--- src/rtl/gray_ctrl_pkg.sv ---
// Shared encodings for the Gray-code counter controller.
// Command opcodes and FSM state codes live here so the top and its bench agree.
package gray_ctrl_pkg;

    typedef logic [1:0] op_t;
    typedef logic [1:0] state_t;

    localparam op_t OP_NOP   = 2'b00;
    localparam op_t OP_LOAD  = 2'b01;
    localparam op_t OP_RUN   = 2'b10;
    localparam op_t OP_CLEAR = 2'b11;

    localparam state_t ST_IDLE = 2'b00;
    localparam state_t ST_RUN  = 2'b01;
    localparam state_t ST_DONE = 2'b10;

endpackage

--- src/rtl/gray_step.sv ---
// Combinational next-value generator: optionally steps a binary count up/down
// and produces the matching Gray code, so both outputs always come from one source.
module gray_step #(
    parameter int WIDTH = 4
) (
    input  logic [WIDTH-1:0] bin_i,
    input  logic             dir_i,
    input  logic             step_i,
    output logic [WIDTH-1:0] bin_o,
    output logic [WIDTH-1:0] gray_o
);

    always_comb begin
        bin_o = bin_i;
        if (step_i) begin
            if (dir_i) begin
                bin_o = bin_i + WIDTH'(1);
            end else begin
                bin_o = bin_i - WIDTH'(1);
            end
        end
    end

    generate
        for (genvar gi = 0; gi < WIDTH - 1; gi++) begin : g_gray
            assign gray_o[gi] = bin_o[gi] ^ bin_o[gi+1];
        end
    endgenerate

    assign gray_o[WIDTH-1] = bin_o[WIDTH-1];

endmodule

--- src/rtl/gray_counter_ctrl.sv ---
// Command-driven Gray-code counter: LOAD/CLEAR in IDLE, RUN steps N times with
// hold/abort, then a one-cycle DONE pulse before returning to IDLE.
module gray_counter_ctrl
    import gray_ctrl_pkg::*;
#(
    parameter int WIDTH = 4
) (
    input  logic             clk,
    input  logic             rst,
    input  logic             cmd_valid,
    output logic             cmd_ready,
    input  logic [1:0]       cmd_op,
    input  logic             cmd_dir,
    input  logic [WIDTH-1:0] cmd_arg,
    input  logic             hold,
    input  logic             abort,
    output logic [WIDTH-1:0] gray_out,
    output logic [WIDTH-1:0] bin_out,
    output logic             busy,
    output logic             done
);

    state_t           state_q, state_d;
    logic [WIDTH-1:0] bin_q, bin_d;
    logic [WIDTH-1:0] gray_q, gray_d;
    logic [WIDTH-1:0] rem_q, rem_d;
    logic             dir_q, dir_d;

    logic [WIDTH-1:0] step_bin_in;
    logic             step_en;
    logic             update_en;
    logic [WIDTH-1:0] step_bin_out;
    logic [WIDTH-1:0] step_gray_out;
    logic             cmd_accept;

    assign cmd_ready  = (state_q == ST_IDLE);
    assign cmd_accept = cmd_valid && cmd_ready;

    // LOAD and CLEAR pass their value through the stepper unstepped, so the
    // Gray register is always derived from the same binary value it pairs with.
    gray_step #(
        .WIDTH (WIDTH)
    ) u_step (
        .bin_i  (step_bin_in),
        .dir_i  (dir_q),
        .step_i (step_en),
        .bin_o  (step_bin_out),
        .gray_o (step_gray_out)
    );

    always_comb begin
        state_d     = state_q;
        rem_d       = rem_q;
        dir_d       = dir_q;
        step_bin_in = bin_q;
        step_en     = 1'b0;
        update_en   = 1'b0;

        case (state_q)
            ST_IDLE: begin
                if (cmd_accept) begin
                    case (cmd_op)
                        OP_LOAD: begin
                            step_bin_in = cmd_arg;
                            update_en   = 1'b1;
                        end
                        OP_CLEAR: begin
                            step_bin_in = '0;
                            update_en   = 1'b1;
                        end
                        OP_RUN: begin
                            dir_d   = cmd_dir;
                            rem_d   = cmd_arg;
                            state_d = (cmd_arg == '0) ? ST_DONE : ST_RUN;
                        end
                        default: begin
                        end
                    endcase
                end
            end

            ST_RUN: begin
                if (abort) begin
                    rem_d   = '0;
                    state_d = ST_DONE;
                end else if (!hold) begin
                    step_en   = 1'b1;
                    update_en = 1'b1;
                    rem_d     = rem_q - WIDTH'(1);
                    if (rem_q == WIDTH'(1)) begin
                        state_d = ST_DONE;
                    end
                end
            end

            ST_DONE: begin
                state_d = ST_IDLE;
            end

            default: begin
                state_d = ST_IDLE;
            end
        endcase

        bin_d  = update_en ? step_bin_out  : bin_q;
        gray_d = update_en ? step_gray_out : gray_q;
    end

    always_ff @(posedge clk) begin
        if (!rst) begin
            state_q <= ST_IDLE;
            bin_q   <= '0;
            gray_q  <= '0;
            rem_q   <= '0;
            dir_q   <= 1'b0;
        end else begin
            state_q <= state_d;
            bin_q   <= bin_d;
            gray_q  <= gray_d;
            rem_q   <= rem_d;
            dir_q   <= dir_d;
        end
    end

    assign bin_out  = bin_q;
    assign gray_out = gray_q;
    assign busy     = (state_q == ST_RUN);
    assign done     = (state_q == ST_DONE);

endmodule

--- config.mk ---
export PLATFORM = sky130hd
export DESIGN_NAME = gray_counter_ctrl
export DESIGN_NICKNAME = d
export VERILOG_FILES = /design/src/rtl/gray_ctrl_pkg.sv /design/src/rtl/gray_step.sv /design/src/rtl/gray_counter_ctrl.sv
export SDC_FILE = /design/constraint.sdc
export NUM_CORES = 1
export LEC_CHECK = 0
export ABC_AREA = 1
export CAP_MARGIN = 20
export CORE_ASPECT_RATIO = 1.2
export CORE_UTILIZATION = 35
export CTS_BUF_LIST = sky130_fd_sc_hd__clkbuf_4 sky130_fd_sc_hd__clkbuf_8
export CTS_CLUSTER_DIAMETER = 200
export CTS_CLUSTER_SIZE = 24
export DETAILED_ROUTE_END_ITERATION = 8
export PLACE_DENSITY = 0.56
export SYNTH_ARGS = -nofsm -noshare
export SYNTH_HDL_FRONTEND = slang
export SYNTH_SLANG_ARGS = --single-unit
--- constraint.sdc ---
create_clock -name clk -period 5.35 [get_ports clk]
set_clock_uncertainty 0.15 [all_clocks]
set_input_delay 0.8025 -clock clk [delete_from_list [all_inputs] [get_ports clk]]
set_output_delay 0.8025 -clock clk [all_outputs]
set_load 0.05 [all_outputs]
==> results.cfg, run 1 <==
[worst_setup_path]
worst-setup-path-type = input pin to flip-flop
cp-start-kind = input pin
cp.arrival_ns = 2.95
path_max_fanout = 4
worstPathRequired_ns = 5.38
r2r-start = state_q[0]
ff2ff_path_depth = 16
rrSetupSlack_ns = 3.04
timing.rr.end = gray_out[2]
endpoint_kind = flip-flop

[power_and_ir_drop]
power_switching_uw = 106
ir_worst_vdd_uv = 141
pwr-share-comb_pct = 34.9
power.density_nw_per_um2 = 233
p_leak_uw = 0.000582
pwr-share-clk_pct = 25.9
power.internal_uw = 192
p_sw_share_pct = 35.6
sequentialPowerShare_pct = 39.2

[grt]
top_usage_layer = met2
grt_max_degree = 9
grt_pass1_wl_mm = 3.71
antenna_found_initial = 0
grt.met3_usage_pct = 1.53
grt_pass1_vias = 927
grt_use_total_pct = 16.0
grt_use_met2_pct = 31.8
grt_overflow_total = 0
grt_use_met1_pct = 17.4

[synth]
yosysUniqueCellTypes = 29
yosys_register_bits = 14
syn-cell-area_sq_um = 990
synthCells = 146
yosysWarnings = 0
synth_area_leaders = dfxtp_1 28%, nand2_1 11%, inv_1 7.6%
synth_area_per_cell_sq_um = 6.78
syn_nets = 163
seq_area_frac_synth_pct = 28.3
yosysTopAreaCell = dfxtp_1
yosysTopAreaCellShare_pct = 28.3

[outcome]
outcome = finished, final reports clean

[die]
rows = 20
initial_core_util_pct = 38.0
core_sq_um = 2600
die_w_um = 50.5
die_area_sq_um = 3050
die_h_um = 60.3
ios = 23

[cells_and_area]
drive_gt1_share_pct = 15.2
final_area_sq_um = 1280
area_growth_pct = 29.3
fin_nets = 189
num_antenna_cells = 0
fillers = 280

[clock_network]
cts_buffer_depth = 2
h-tree-depth = 1
clock_latency_ns = 0.27
cts_tree = done
numCtsBuffers = 3
ctsRootBufferMaster = clkbuf_4
cts.sinks = 14
ctsHoldBuffers = 0
clk_pin_slew_worst_paths_ns = 0.09
cts_resized = 0
post_cts_buffers = 0

[route]
routedWlPerCell_um = 11.1
drtIter0Drc = 17
dr.pass1.iters = 4
route.detailed.drc = 0
ant_nets = 0
dr_total_vias = 995
wl_mm = 2.26
viasPerCell = 4.88

[place]
port_buffers = 22
dp_hpwl_mm = 1.87
placed_cell_area_sq_um = 1240
place.gp.congestion = 0.810

[min_path]
whs_endpoint = gray_out[0]
hp-class = flip-flop to flip-flop
hp-start = gray_out[0]
hold_depth = 2

[timing]
tns_ns = 0
finalHoldViolCount = 0
fmax_ghz = 0.343
finalSetupViolCount = 0
fin_crit_sh_pct = 54.5
relSlewSlack_pct = 66.8
final.min_clock_period_ns = 2.92
grt_setup_unrepaired = no
tightest_slew_ns = 0.496
worst_hold_slack_ns = 0.344
drv_slew = 0

[job]
cap_violations = 0
[final cells by class]
type,instances,area (sq um),share of cell area [%]
clock buffer,4,36.3,2.83
inverter,28,106,8.31
multi-input combinational,103,596,46.5
sequential,14,280,21.9
tap,33,41.3,3.23
timing repair buffer,22,220,17.2
[critical path, stage by stage]
cell	delay [ns]
clkdlybuf4s50_1	0.55
inv_1	0.09
nor2_4	0.11
nand2_1	0.07
o22ai_2	0.15
inv_1	0.09
fa_1	0.41
xor2_1	0.15
nand2_1	0.06
nand2_1	0.08
nand2_1	0.12
inv_2	0.04
nand3_1	0.07
nand3_1	0.06
nand2_1	0.05
inv_1	0.04
[metal layers]
metal  vias up  routed length, um
met5         -                  0
met4         0                 17
met3         2                 48
met2        12               1160
met1       458               1030
li1        523                  -
[cell usage after synthesis]
| cell | number |
|---|---|
| o21ai_0 | 5 |
| nor2_2 | 1 |
| inv_2 | 6 |
| dfxtp_1 | 14 |
| o21ai_1 | 3 |
| a31oi_1 | 1 |
| a211oi_1 | 2 |
| nor3_1 | 1 |
| o22ai_2 | 1 |
| a21oi_1 | 8 |
| nand2_4 | 1 |
| clkinv_2 | 1 |
| clkinv_1 | 1 |
| xor2_1 | 3 |
| nor2_4 | 2 |
| a221oi_1 | 2 |
| inv_1 | 20 |
| nor2_1 | 13 |
| fa_1 | 1 |
| o21ai_2 | 2 |
| nand3_4 | 1 |
| nand4_1 | 3 |
| nand2_1 | 29 |
| nor4_1 | 1 |
| o22ai_1 | 1 |
| nand2_2 | 7 |
| buf_4 | 1 |
| nand3_1 | 11 |
| ha_1 | 4 |
[how the worst max path moves through the flow]
| stage | start | to | slack, ns |
|---|---|---|---|
| global placement | cmd_op[0] | gray_out[2] | 2.20 |
| finish | cmd_op[0] | gray_out[2] | 2.43 |
| global route | cmd_op[0] | gray_out[2] | 2.22 |
| CTS | cmd_op[0] | gray_out[2] | 2.43 |
| detailed placement | cmd_op[0] | gray_out[2] | 2.14 |
| floorplan | cmd_op[0] | gray_out[2] | 2.88 |
[per-stage QoR]
step,cells,worst slack (ns),power [uW],util (%)
final,204,2.43,298,49.2
after global routing,204,2.22,317,49.2
after floorplan,146,2.88,192,-
after global placement,200,2.20,223,47.8
after detailed placement,200,2.14,224,47.8
after CTS,204,2.43,303,49.2
[state kept, by name (all words and copies together) (netlist names)]
register	cells
gray_out	4
rem_q	4
bin_out	3
state_q	2
dir_q	1
[power by group through the flow]
stage	Sequential, uW	Combinational (uW)	Clock, uW
after global placement	119	104	0
final	117	104	77.3
after CTS	117	105	80.7
after detailed placement	119	104	0
after global routing	118	115	84.1
after floorplan	130	61.8	0
[layout by cell type, fill, tap and decap left out]
cell	instances
nand2_1	29
clkdlybuf4s50_1	22
inv_1	20
dfxtp_1	14
nor2_1	13
nand3_1	11
a21oi_1	8
nand2_2	7
inv_2	6
o21ai_0	5
ha_1	4
nand4_1	3
xor2_1	3
o21ai_1	3
clkbuf_4	3
nor2_4	2
o21ai_2	2
a221oi_1	2
a211oi_1	2
nand3_4	1
clkinv_1	1
o22ai_2	1
nor2_2	1
o22ai_1	1
nor4_1	1
nand2_4	1
clkinv_2	1
nor3_1	1
a31oi_1	1
fa_1	1
clkbuf_8	1
[cells by family after synthesis]
group                    synth area share (%)
AO/OA/AOI/OAI                            15.7
adder cells (fa/ha/maj)                  7.08
XOR/XNOR                                 2.66
AND/OR/NAND/NOR                          34.8
flip-flops                               28.3
buffers and inverters                    11.5
(Power assumes the default switching activity.)
==> inputs of run 2 (changes only) <==
clock period = 2.9 ns   (was 5.35 ns; I/O delays follow)
==> run 2 against run 1 <==
Sequential share of layout area is 0.13 points lower. Critical path depth unchanged. Final cell count increased by 0.49%. Worst hold slack worse by 0.0022 ns. Combinational power increased by 88%. Clock power increased by 90%. Global-route usage is 0.64 points higher. Die area is the same. Critical endpoint unchanged. Largest cell class unchanged.
==> results.cfg, run 2 (synthesis gave the netlist of run 1 again) <==
[outcome]
outcome = finished, final reports clean

[clock_network]
clk_pin_slew_worst_paths_ns = 0.10
clock_latency_ns = 0.28
post_cts_buffers = 0
h-tree-depth = 1
cts.sinks = 14
ctsRootBufferMaster = clkbuf_4
cts_tree = done
cts_resized = 0
ctsHoldBuffers = 0
cts_buffer_depth = 2
numCtsBuffers = 3

[cells_and_area]
fin_nets = 190
num_antenna_cells = 0
fillers = 271
final_common_cell = nand2_1
mostFrequentLayoutCells = 29 x nand2_1, 22 x clkdlybuf4s50_1, 20 x inv_1, 14 x dfxtp_1, 13 x nor2_1
final_util_pct = 49.5
drive_gt1_share_pct = 15.7
area_growth_pct = 30.1

[timing]
fmax_ghz = 0.396
finalHoldViolCount = 0
grt_setup_unrepaired = no
tightest_slew_ns = 0.504
final.min_clock_period_ns = 2.52
finalSetupViolCount = 0
drv_slew = 0
tns_ns = 0
fin_crit_sh_pct = 87.0
relSlewSlack_pct = 66.3

[die]
rows = 20
core_sq_um = 2600
die_w_um = 50.5
die_h_um = 60.3
initial_core_util_pct = 38.0
die_area_sq_um = 3050
ios = 23

[route]
routedWlPerCell_um = 11.5
drtIter0Drc = 17
dr_total_vias = 1016
route.detailed.drc = 0
ant_nets = 0
viasPerCell = 4.96
wl_mm = 2.35
dr.pass1.iters = 4

[grt]
grt_pass1_wl_mm = 3.66
antenna_found_initial = 0
grt_max_degree = 9
grt_pass1_vias = 942
grt_overflow_total = 0
grt_use_total_pct = 16.7

[worst_setup_path]
crit_path_cell_trace = clkdlybuf4s50_1 > inv_1 > nor2_4 > nand3_1 > o21ai_2 > ha_1 > a21oi_1 > inv_1 > a21oi_1 > nand2_1 > nand2_1 > nand2_2 > nand3_1 > nand3_1 > nand2_1 > inv_1
path_max_fanout = 4
worst-setup-path-type = input pin to flip-flop
ff2ff_path_depth = 16
critical_path_buf_inv_count = 4
worst_path_max_delay_cell = clkdlybuf4s50_1
cp_top_family = buffers and inverters
cp.arrival_ns = 2.57
path_depth = 16
endpoint_kind = flip-flop
critPathMaxStageDelay_ns = 0.55
cp-start-kind = input pin
worstPathRequired_ns = 2.95

[min_path]
hp-class = flip-flop to flip-flop
hold_depth = 2

[power_and_ir_drop]
ir_worst_vdd_uv = 209
power_uw = 559
power.density_nw_per_um2 = 434
p_leak_uw = 0.000587

[place]
place.gp.congestion = 0.866
port_buffers = 22
dp_hpwl_mm = 1.97

[job]
cap_violations = 0
run 2: cell count changes in the layout (fill, tap and decap cells not counted), sizes merged:
cell	change
buf	+1
run 2: through the flow:
step                hold WS [ns]  instances  setup WS (ns)  area [sq um]
floorplan                  0.326        146          0.521           990
global placement           0.331        201          0.120          1250
detailed placement         0.327        201         0.0640          1250
CTS                        0.346        205          0.363          1290
global route               0.373        205          0.168          1290
finish                     0.342        205          0.376          1290
run 2: layer usage:
metal  share of wire (%)  routed length (um)  global-route usage (%)
met5                   0                   0                       0
met4                 1.4                  33                    10.3
met3                 3.7                  88                    2.29
met2                  53                1260                    33.5
met1                  41                 971                    15.6
run 2: worst reg2reg max path: stages (launching register included):
cell	delay (ns)
dfxtp_1	0.37
nor2_4	0.19
nand2_1	0.08
clkinv_1	0.06
nand3_1	0.08
o21ai_2	0.10
ha_1	0.29
a21oi_1	0.22
inv_1	0.07
a21oi_1	0.15
nand2_1	0.07
nand2_1	0.09
nand2_2	0.05
nand3_1	0.06
nand3_1	0.07
nand2_1	0.05
inv_1	0.04
run 2: report_power, final:
group | switching (uW) | total, uW | leakage, uW | internal (uW)
clock network | 70.8 | 147 | 0.0000210 | 76.4
logic | 122 | 196 | 0.000452 | 73.3
registers | 9.38 | 216 | 0.000114 | 206
total | 203 | 559 | 0.000587 | 356
run 2: worst paths after layout:
kind | endpoint | slack [ns] | from
max | gray_out[2] | 0.38 | cmd_op[0]
min | gray_out[0] | 0.34 | gray_out[0]
max reg2reg | gray_out[2] | 0.62 | state_q[0]
min reg2reg | gray_out[0] | 0.34 | gray_out[0]
run 2: area by class of cell:
cell class                      count  area (sq um)  share of cell area (%)
Inverter                           28           106                    8.26
Timing Repair Buffer               23           228                    17.7
Sequential cell                    14           280                    21.8
Clock buffer                        4          36.3                    2.82
Tap cell                           33          41.3                    3.21
Multi-Input combinational cell    103           596                    46.3
==> inputs of run 3 (changes only) <==
CTS_BUF_LIST = sky130_fd_sc_hd__clkbuf_16   (was sky130_fd_sc_hd__clkbuf_4 sky130_fd_sc_hd__clkbuf_8)
PLACE_DENSITY = not set   (was 0.56)
PLACE_DENSITY_LB_ADDON = 0.12   (was not set)
==> run 3 against run 2 <==
Final cell count is the same. Sequential share of layout area fell by 0.70 points. Power up 21%. Die area unchanged. Maximum frequency shrank 0.19%. Core utilization is 1.6 points higher. Clock power grew 80%. Via count decreased by 0.79%. Critical path type unchanged. Largest cell class unchanged.
==> results.cfg, run 3 (synthesis gave the netlist of run 1 again) <==
[outcome]
outcome = finished, final reports clean

[timing]
fmax_ghz = 0.395
finalSetupViolCount = 0
tns_ns = 0
tightest_slew_ns = 0.504
fin_crit_sh_pct = 87.2
finalHoldViolCount = 0
drv_slew = 0
grt_setup_unrepaired = no
final.min_clock_period_ns = 2.53
relSlewSlack_pct = 66.3

[route]
wl_mm = 2.27
ant_nets = 0
viasPerCell = 4.92
dr_total_vias = 1008
dr.pass1.iters = 4
routedWlPerCell_um = 11.1
drtIter0Drc = 14
route.detailed.drc = 0

[clock_network]
cts_resized = 0
cts.sinks = 14
clock_latency_ns = 0.25
ctsHoldBuffers = 0
post_cts_buffers = 0
ctsRootBufferMaster = clkbuf_16
cts_tree = done
numCtsBuffers = 3
clk_pin_slew_worst_paths_ns = 0.05
h-tree-depth = 1
cts_buffer_depth = 2

[cells_and_area]
area_growth_pct = 34.4
num_antenna_cells = 0
mostFrequentLayoutCells = 29 x nand2_1, 22 x clkdlybuf4s50_1, 20 x inv_1, 14 x dfxtp_1, 13 x nor2_1
fin_nets = 190
final_common_cell = nand2_1
final_area_sq_um = 1330
drive_gt1_share_pct = 15.1

[die]
initial_core_util_pct = 38.0
die_w_um = 50.5
core_sq_um = 2600
rows = 20
die_area_sq_um = 3050
die_h_um = 60.3
ios = 23

[place]
dp_hpwl_mm = 1.85
port_buffers = 22
place.gp.congestion = 0.865
placed_cell_area_sq_um = 1250

[power_and_ir_drop]
p_leak_uw = 0.000605
power.density_nw_per_um2 = 508
ir_worst_vdd_uv = 266

[min_path]
hp-class = flip-flop to flip-flop

[grt]
grt_pass1_vias = 909
grt_use_total_pct = 16.6
antenna_found_initial = 0
grt_max_degree = 9
grt_overflow_total = 0
grt_pass1_wl_mm = 3.71

[worst_setup_path]
endpoint_kind = flip-flop
cp-start-kind = input pin
worst-setup-path-type = input pin to flip-flop
path_max_fanout = 4
rrSetupSlack_ns = 0.64
cp.arrival_ns = 2.52
worstPathRequired_ns = 2.89

[job]
cap_violations = 0
-- run 3: cell types whose count changed in the layout (fill, tap and decap cells not counted) --
cell       before  now
clkbuf_16       0    3
clkbuf_4        3    0
clkbuf_8        1    0
clkinv_1        1    2
-- run 3: final timing paths --
kind                            depth (start not counted)   startpoint           to
worst max-delay path                                   16    cmd_op[0]  gray_out[2]
worst min-delay path                                    2  gray_out[0]  gray_out[0]
worst max register to register                         16   state_q[0]  gray_out[2]
worst min register to register                          2  gray_out[0]  gray_out[0]
-- run 3: area by class of cell --
type	count	area (sq um)
sequential	14	280
multi-input combinational	103	596
timing repair buffer	23	228
clock inverter	1	3.75
tap	33	41.3
clock buffer	3	75.1
inverter	28	106
fill	272	1270
-- run 3: routing by layer --
layer	global-route usage (%)	wire [um]	up-vias
met5	0	0	-
met4	9.52	49	0
met1	17.8	996	453
li1	-	-	532
met2	31.0	1170	19
met3	2.29	62	4
-- run 3: stage by stage --
| step | util (%) | hold slack (ns) | worst slack, ns | power [uW] | cells |
|---|---|---|---|---|---|
| after floorplan | - | 0.326 | 0.521 | 354 | 146 |
| after global placement | 48.1 | 0.330 | 0.127 | 412 | 201 |
| after detailed placement | 48.1 | 0.328 | 0.115 | 415 | 201 |
| after CTS | 51.1 | 0.336 | 0.362 | 683 | 205 |
| after global routing | 51.1 | 0.364 | 0.172 | 711 | 205 |
| final | 51.1 | 0.332 | 0.371 | 676 | 205 |
-- run 3: report_power, final --
group | total [uW] | switching (uW) | internal [uW]
Sequential | 217 | 9.65 | 207
Clock | 265 | 82.1 | 183
Combinational | 194 | 121 | 73.2
Total | 676 | 213 | 463
-- run 3: worst max-delay path, cell delays in order --
cell	delay [ns]
clkdlybuf4s50_1	0.55
inv_1	0.09
nor2_4	0.11
nand3_1	0.10
o21ai_2	0.09
ha_1	0.29
a21oi_1	0.22
inv_1	0.06
a21oi_1	0.13
nand2_1	0.06
nand2_1	0.09
nand2_2	0.06
nand3_1	0.06
nand3_1	0.07
nand2_1	0.05
inv_1	0.04
